File: config.mk
export PLATFORM = sky130hd
export DESIGN_NAME = insertor_aleatorio
export DESIGN_NICKNAME = d
export VERILOG_FILES = /design/src/rtl/tablero_pkg.sv /design/src/rtl/lfsr8.sv /design/src/rtl/insertor_aleatorio.sv
export SDC_FILE = /design/constraint.sdc
export NUM_CORES = 1
export LEC_CHECK = 0
export ABC_AREA = 0
export CAP_MARGIN = 10
export CORE_AREA = 2 2 130 132
export CTS_CLUSTER_DIAMETER = 80
export DETAILED_ROUTE_END_ITERATION = 10
export DIE_AREA = 0 0 132 134
export PLACE_DENSITY = 0.79
export SYNTH_ARGS = -nofsm -noshare
export SYNTH_HDL_FRONTEND = slang
export SYNTH_SLANG_ARGS = --single-unit
File: constraint.sdc
create_clock -name clk -period 6.5 [get_ports clk]
set_clock_uncertainty 0.05 [all_clocks]
set_input_delay 1.95 -clock clk [delete_from_list [all_inputs] [get_ports clk]]
set_output_delay 1.95 -clock clk [all_outputs]
set_load 0.02 [all_outputs]
File: src/rtl/tablero_pkg.sv
// Shared types and constants for the random token inserter: cell values,
// controller states and the LFSR feedback taps.
package tablero_pkg;

    // Contents of one board cell
    typedef enum logic [1:0] {
        VACIO = 2'b00,
        J1    = 2'b01,
        J2    = 2'b10
    } celda_t;

    // Controller states
    typedef enum logic [1:0] {
        IDLE     = 2'b00,
        BUSCAR   = 2'b01,
        INSERTAR = 2'b10
    } estado_t;

    // Taps of x^8 + x^6 + x^5 + x^4 + 1 on a left-shifting register
    // (bits 7, 5, 4 and 3 feed the new LSB)
    localparam logic [7:0] LFSR_TAPS = 8'hB8;

endpackage

File: src/rtl/lfsr8.sv
// Free-running 8-bit Fibonacci LFSR; loads the seed while reset is asserted.
module lfsr8
    import tablero_pkg::*;
(
    input  logic       clk,
    input  logic       reset_n,
    input  logic [7:0] semilla,
    output logic [7:0] q
);

    // Shift left every cycle, feeding back the XOR of the tapped bits
    always_ff @(posedge clk or negedge reset_n) begin
        if (!reset_n) begin
            q <= semilla;
        end else begin
            q <= {q[6:0], ^(q & LFSR_TAPS)};
        end
    end

endmodule

File: src/rtl/insertor_aleatorio.sv
// Drops one token into a connect-four style board. The start column comes
// from the LFSR or from col_in; columns are probed left to right (wrapping)
// until one with a free top cell is found, then the token falls to the
// lowest free row of that column.
module insertor_aleatorio
    import tablero_pkg::*;
#(
    parameter int         FILAS    = 6,
    parameter int         COLUMNAS = 7,
    parameter logic [7:0] SEMILLA  = 8'hA5
) (
    input  logic                        clk,
    input  logic                        reset_n,
    input  logic                        start,
    input  logic                        modo,
    input  logic [3:0]                  col_in,
    input  logic [1:0]                  jugador,
    input  logic [2*FILAS*COLUMNAS-1:0] tablero_in,
    output logic [2*FILAS*COLUMNAS-1:0] tablero_out,
    output logic                        busy,
    output logic                        done,
    output logic                        lleno,
    output logic                        err_jugador,
    output logic [2:0]                  fila_out,
    output logic [3:0]                  col_out
);

    localparam int         ANCHO      = 2 * FILAS * COLUMNAS;
    localparam logic [3:0] COL_ULTIMA = 4'(COLUMNAS - 1);

    // Cell (fila, col) of a flattened board; row-major, two bits per cell
    function automatic logic [1:0] celda(input logic [ANCHO-1:0] t,
                                         input int fila, input int col);
        return t[(fila * COLUMNAS + col) * 2 +: 2];
    endfunction

    estado_t    estado, estado_sig;
    logic [7:0] lfsr;
    logic [3:0] col;
    logic [3:0] sondeos;
    logic [3:0] col_ini;
    logic [1:0] jugador_q;
    logic       err_pend;
    logic       acepta;
    logic       jugador_ok;
    logic       col_libre;
    logic [2:0] fila_libre;

    lfsr8 u_lfsr (
        .clk     (clk),
        .reset_n (reset_n),
        .semilla (SEMILLA),
        .q       (lfsr)
    );

    // Start column selection and request admission. A pending illegal-player
    // report blocks a new start for its single cycle so the two never collide.
    always_comb begin
        int base;
        base       = modo ? int'(col_in) : int'(lfsr);
        col_ini    = 4'(base % COLUMNAS);
        jugador_ok = (jugador == J1) || (jugador == J2);
        acepta     = (estado == IDLE) && start && !err_pend;
    end

    // Top-cell test and lowest free row of the column under probe
    always_comb begin
        col_libre  = (celda(tablero_out, 0, int'(col)) == VACIO);
        fila_libre = '0;
        for (int r = 0; r < FILAS; r++) begin
            if (celda(tablero_out, r, int'(col)) == VACIO) begin
                fila_libre = 3'(r);
            end
        end
    end

    // State register
    always_ff @(posedge clk or negedge reset_n) begin
        if (!reset_n) begin
            estado <= IDLE;
        end else begin
            estado <= estado_sig;
        end
    end

    // Next-state logic
    always_comb begin
        estado_sig = estado;
        case (estado)
            IDLE: begin
                if (acepta && jugador_ok) begin
                    estado_sig = BUSCAR;
                end
            end
            BUSCAR: begin
                if (col_libre) begin
                    estado_sig = INSERTAR;
                end else if (sondeos == COL_ULTIMA) begin
                    estado_sig = IDLE;
                end
            end
            INSERTAR: estado_sig = IDLE;
            default:  estado_sig = IDLE;
        endcase
    end

    // Board, probe bookkeeping and result outputs
    always_ff @(posedge clk or negedge reset_n) begin
        if (!reset_n) begin
            tablero_out <= '0;
            busy        <= 1'b0;
            done        <= 1'b0;
            lleno       <= 1'b0;
            err_jugador <= 1'b0;
            fila_out    <= '0;
            col_out     <= '0;
            col         <= '0;
            sondeos     <= '0;
            jugador_q   <= '0;
            err_pend    <= 1'b0;
        end else begin
            done        <= 1'b0;
            lleno       <= 1'b0;
            err_jugador <= 1'b0;
            err_pend    <= 1'b0;
            if (err_pend) begin
                done        <= 1'b1;
                err_jugador <= 1'b1;
            end
            case (estado)
                IDLE: begin
                    if (acepta) begin
                        if (jugador_ok) begin
                            tablero_out <= tablero_in;
                            jugador_q   <= jugador;
                            col         <= col_ini;
                            sondeos     <= '0;
                            busy        <= 1'b1;
                        end else begin
                            err_pend <= 1'b1;
                        end
                    end
                end
                BUSCAR: begin
                    if (!col_libre) begin
                        if (sondeos == COL_ULTIMA) begin
                            done  <= 1'b1;
                            lleno <= 1'b1;
                            busy  <= 1'b0;
                        end else begin
                            col     <= (col == COL_ULTIMA) ? 4'd0 : col + 4'd1;
                            sondeos <= sondeos + 4'd1;
                        end
                    end
                end
                INSERTAR: begin
                    tablero_out[(int'(fila_libre) * COLUMNAS + int'(col)) * 2 +: 2] <= jugador_q;
                    fila_out <= fila_libre;
                    col_out  <= col;
                    done     <= 1'b1;
                    busy     <= 1'b0;
                end
                default: ;
            endcase
        end
    end

endmodule

# Word level (Yosys, flattened, before mapping)
# Index checks and enable logic that the tools add are counted.
# word_totals
ff_bits	116
latchBits	0
ram_bits	0
romBits	0
input_bits	94
out_inout_bits	95
word_cells	106
memories	0
# op_classes
add_sub_neg	9
mul	1
div	1
order_cmp	0
eq_ne	13
shift	8
muxes	40
bitwise	0
n_reduce_logical	21
# ops
operator	n
two-way mux 84 bit	2
one-hot mux 84 bit (2 select lines)	1
indexed part select 84 x 7 -> 2 bit	2
indexed part select 84 x 8 -> 2 bit	2
bitwise mux 84 bit	1
variable shift 2 x 33 -> 84 bit, first input constant	1
indexed part select 2 x 33 -> 84 bit	1
indexed part select 84 x 6 -> 2 bit	1
indexed part select 84 x 9 -> 2 bit	1
two-way mux 4 bit	9
negator 8 -> 33 bit	1
modulo 32 x 4 -> 32 bit, second input constant	1
one-hot mux 4 bit (2 select lines)	2
zero test 2 bit	7
two-way mux 1 bit	14
adder 5 x 4 -> 6 bit, first input constant	2
two-way mux 3 bit	4
!= test 2 bit, second input constant	5
AND reduction 5 bit	2
adder 4 x 1 -> 4 bit, second input constant	2
== test 4 x 3 -> 1 bit, second input constant	2
two-way mux 8 bit	1
parity 8 bit	1
adder 6 x 4 -> 7 bit	1
other kinds (19)	27

# Longest topological paths before layout
# logic_depth
ltp_word	14
ltp_mapped	31
depth_no_buf	29

# Worst setup path before layout
# OpenSTA, ideal clock, no wires.
# synth_path
path_type	input to register
from	input modo
to	register col[1]
setup_ps	124
arrival_time_ps	6439
slack_ps	-113
cell_stages	25
path_buffers	6
cell_sequence	buf_2 > nand2b_1 > inv_1 > ha_1 > clkbuf_1 > clkbuf_1 > ha_1 > clkbuf_1 > o31a_1 > a211o_1 > and3_1 > buf_4 > a21o_1 > a2111oi_2 > or2_1 > buf_2 > ha_1 > a221oi_4 > xnor2_1 > ha_1 > nand2_1 > a32o_1 > nand4_2 > mux2i_1 > o21ai_1
# synth_via
elab_chain_cells	5
# synth_lines
item	line_no	text
from (decl)	insertor_aleatorio.sv:15	input logic modo,
two-way mux 8 bit	insertor_aleatorio.sv:60	base = modo ? int'(col_in) : int'(lfsr);
modulo 32 x 4 -> 32 bit	insertor_aleatorio.sv:61	col_ini = 4'(base % COLUMNAS);
two-way mux 4 bit	insertor_aleatorio.sv:133	if (jugador_ok) begin
two-way mux 4 bit	insertor_aleatorio.sv:132	if (acepta) begin
one-hot mux 4 bit (2 select lines)	insertor_aleatorio.sv:130	case (estado)
to (signal assigned)	insertor_aleatorio.sv:136	col <= col_ini;
to (signal assigned)	insertor_aleatorio.sv:151	col <= (col == COL_ULTIMA) ? 4'd0 : col + 4'd1;
to (decl)	insertor_aleatorio.sv:39	logic [3:0] col;
# Every way passes these cells. The select of a mux whose other input is x is not followed.
# A chain may end at the register's enable or synchronous reset.

# Worst setup path in the final report
# Same ends and word-level chain as after synthesis.

==> impl_results.md <==
* Outcome: complete, no violations
* Mapped Cells at 1109
* Via count at 9481
* Routability cong. at 0.994
* Slew headroom at 0.330
* Vias per cell at a little over 6
* PortBufs at 188
* Setup TNS at 0 ns
* CTS Sinks at 116
* CP max stage delay at 0.60 ns
* Final min period at 6.22 ns
* Unrepaired setup endpoints after global routing: no
* Mapped cell area at 8350 um2
* DRT iter0 DRCs at ~960
* CP most frequent cell: o21ai_1
* CP top delay family: compound AO/OA/AOI/OAI gates
* Top cell type's share of synthesized area at 0.336
* Most used DFF post-synth: dfrtp_1
* CP max-delay cell: clkdlybuf4s50_1
* Asr flop ratio synth at 1.00
* Synth unique cells at 80
* Crit path kind: in2reg
* CTS buffer count at 17
* Reg2reg path depth at 29
* FF+latch count, synth at 116
* Layout cells sized above 1 at 0.121
* Hold Path Class: reg2reg
* Sequential area share after synthesis at 0.348
* Final WL at 30.7 mm
* Clk buf depth at 2
* Average wire per standard cell at 19.5 um
* Nets at 1452
* Post-synthesis mux area share at 0.0313
* Number of flops mapped to enable cells by yosys at 0
* DRC violations left at 0
* Core area at 16300 um2
* Final Hold Viols at 0
* Area fraction in compound gates after synthesis at 0.270
* Worst path bufs/invs at 1
* Pre-antenna DRT Iters at 6
* Critical Path Source Type: input pin
* Fmax achieved at between 150 and 200 MHz
* Initial antenna violation count at 1
* Worst path depth at 18
* Leading post-synthesis cells by cell area: dfrtp_1 34%, nand2_1 8.5%, o21ai_0 7.5%
* Total Routing Usage GR at 0.347
* Die ar. at 17700 um2
* Vias in the first global route at 9085
* Final core utilization at 0.709
* Top-count cell post-synth: nand2_1
* Tightest Pin Transition at 1.00 ns
* Crit Path Max Fanout at 8
* Detail Placement HPWL at 22.6 mm
* Clock Latency Late Sink at between 0.4 and 0.5 ns
* Syn avg cell area at 7.53 um2
* Arrival time worst endpoint at 6.47 ns
* Ys Warns at 0
* Boundary Pins at 189
* Die X at between 100 and 150 um
* P&R area growth vs syn at 38.2%
* First-pass GRT wire length at 48.4 mm
* CTS root buf: clkbuf_16
* Largest family of logic cells by synthesized area: compound AO/OA/AOI/OAI gates
* Effective utilization at floorplan at 0.513
* Die Y at roughly 130 um
* WP data required at 6.76 ns
* # H-tree levels at 4
* Simple-gate area share of the yosys netlist at 0.248
* Overflow after GRT at 0
* Synth Area in Adders at 0.0371
* CTS tree: yes
* Area leader, netlist: dfrtp_1
* XOR/XNOR share of the synthesized area at 0.0241
* Final worst path period share at 0.956
* FP Rows at 47
* Final Setup Violations at 0
* Hold-fix buffers, CTS at 0
* Slew Viols, Final at 0
* Crit end category: flip-flop
* Clock Pin Slew Worst Setup and Hold Paths at 0.06 ns
* Cells along the critical path: clkdlybuf4s50_1, or3b_4, a2111oi_4, o21ai_1, a211o_1, and4_4, a211oi_4, a2111oi_2, or2_1, ha_2, a221oi_4, xnor2_1, ha_1, nand2_1, a32o_1, nand4_2, mux2i_1, o21ai_1
* Synth cell count leaders: 189 x nand2_1, 144 x nor2_1, 125 x o21ai_0
* Largest net degree at the start of global routing at 70
* Layout fillers at approximately 1300
* WHS Path Cells at 0
* Antenna viol nets, final at 0
* Max Cap Viol at 0
* Post-synth net total at 1226
==> worst paths after layout <==
path | startpoint | end | slack, ns
worst min-delay path | u_lfsr.q[2] | u_lfsr.q[3] | 0.37
worst max-delay path | modo | col[1] | 0.28
min in group asynchronous | reset_n | tablero_out[66] | 1.60
worst min register to register | u_lfsr.q[2] | u_lfsr.q[3] | 0.37
max in group asynchronous | reset_n | col[0] | 3.56
worst max register to register | col[0] | tablero_out[72] | 0.36
==> layout make-up <==
class | count | area [um2] | area share
Clock buffer | 19 | 453 | 0.0392
Inverter | 26 | 97.6 | 0.00846
Multi-Input combinational cell | 902 | 5150 | 0.447
Timing Repair Buffer | 272 | 2520 | 0.219
Antenna cell | 1 | 2.50 | 0.000217
Tap cell | 220 | 275 | 0.0238
Sequential cell | 116 | 2910 | 0.252
Clock inverter | 13 | 125 | 0.0108
==> flip-flops by register name (all words and copies together), names as in the netlist <==
name / cells
tablero_out: 84
u_lfsr.q: 8
col: 4
col_out: 4
sondeos: 4
fila_out: 3
estado: 2
jugador_q: 2
busy: 1
done: 1
err_jugador: 1
err_pend: 1
lleno: 1
==> kinds of logic (layout without fill, tap and decap cells) <==
| kind of cell | count (synthesis) | after routing |
|---|---|---|
| AND/OR/NAND/NOR | 470 | 470 |
| other | 0 | 1 |
| buffers and inverters | 91 | 330 |
| adder cells (fa/ha/maj) | 23 | 23 |
| flip-flops | 116 | 116 |
| multiplexers | 20 | 20 |
| XOR/XNOR | 23 | 23 |
| AO/OA/AOI/OAI | 366 | 366 |
==> per-stage QoR <==
stage	cell area [um2]	std cells	worst slack, ns	hold WS, ns
2_1_floorplan	8360	1109	0.0125	0.300
3_3_place_gp	10900	1535	-0.0544	0.363
3_5_place_dp	10900	1535	-0.168	0.363
4_1_cts	11500	1567	0.0744	0.373
5_1_grt	11500	1569	0.00156	0.382
6_report	11500	1569	0.283	0.368
==> timing repair <==
item,4_1_cts,5_1_grt
buffers inserted,0,1
gates resized for setup,0,11
endpoints found under the setup margin,0,87
==> placed cells by master, fill, tap and decap left out, types with 4 or more instances in the layout <==
cell type / Yosys / layout
mux4_2: 4 / 4
a21oi_2: 4 / 6
o21ai_1: 6 / 6
dfstp_2: 4 / 4
o21a_1: 8 / 8
clkdlybuf4s50_1: 0 / 187
o21ai_0: 125 / 124
nand3b_1: 4 / 4
nor3_1: 40 / 38
nor2b_1: 8 / 8
a21oi_1: 122 / 120
clkinv_4: 0 / 5
a31oi_1: 10 / 10
nor2_1: 144 / 142
mux2i_1: 7 / 7
mux2_2: 9 / 9
xor2_1: 13 / 13
and3_1: 7 / 7
nand2b_1: 9 / 9
or3_1: 5 / 5
and2_1: 8 / 8
a22oi_1: 5 / 5
ha_1: 20 / 18
a211oi_1: 15 / 15
o2bb2ai_1: 14 / 14
a21o_1: 6 / 6
o211ai_1: 5 / 5
buf_4: 1 / 84
inv_1: 25 / 25
dfrtp_1: 112 / 111
nand4_1: 10 / 10
o31ai_1: 5 / 5
clkbuf_16: 0 / 17
nand2_1: 189 / 188
xnor2_1: 10 / 9
nand3_1: 25 / 25
==> metal layers <==
metal	wire [um]	track usage	up-vias
met3	2870	0.0635	71
met5	0	0	-
met2	14700	0.580	569
met1	12200	0.457	4430
li1	-	-	4411
met4	864	0.115	0
Power is not shown: default switching activity piles up to over one toggle a cycle in this logic, so the estimate is an artifact.
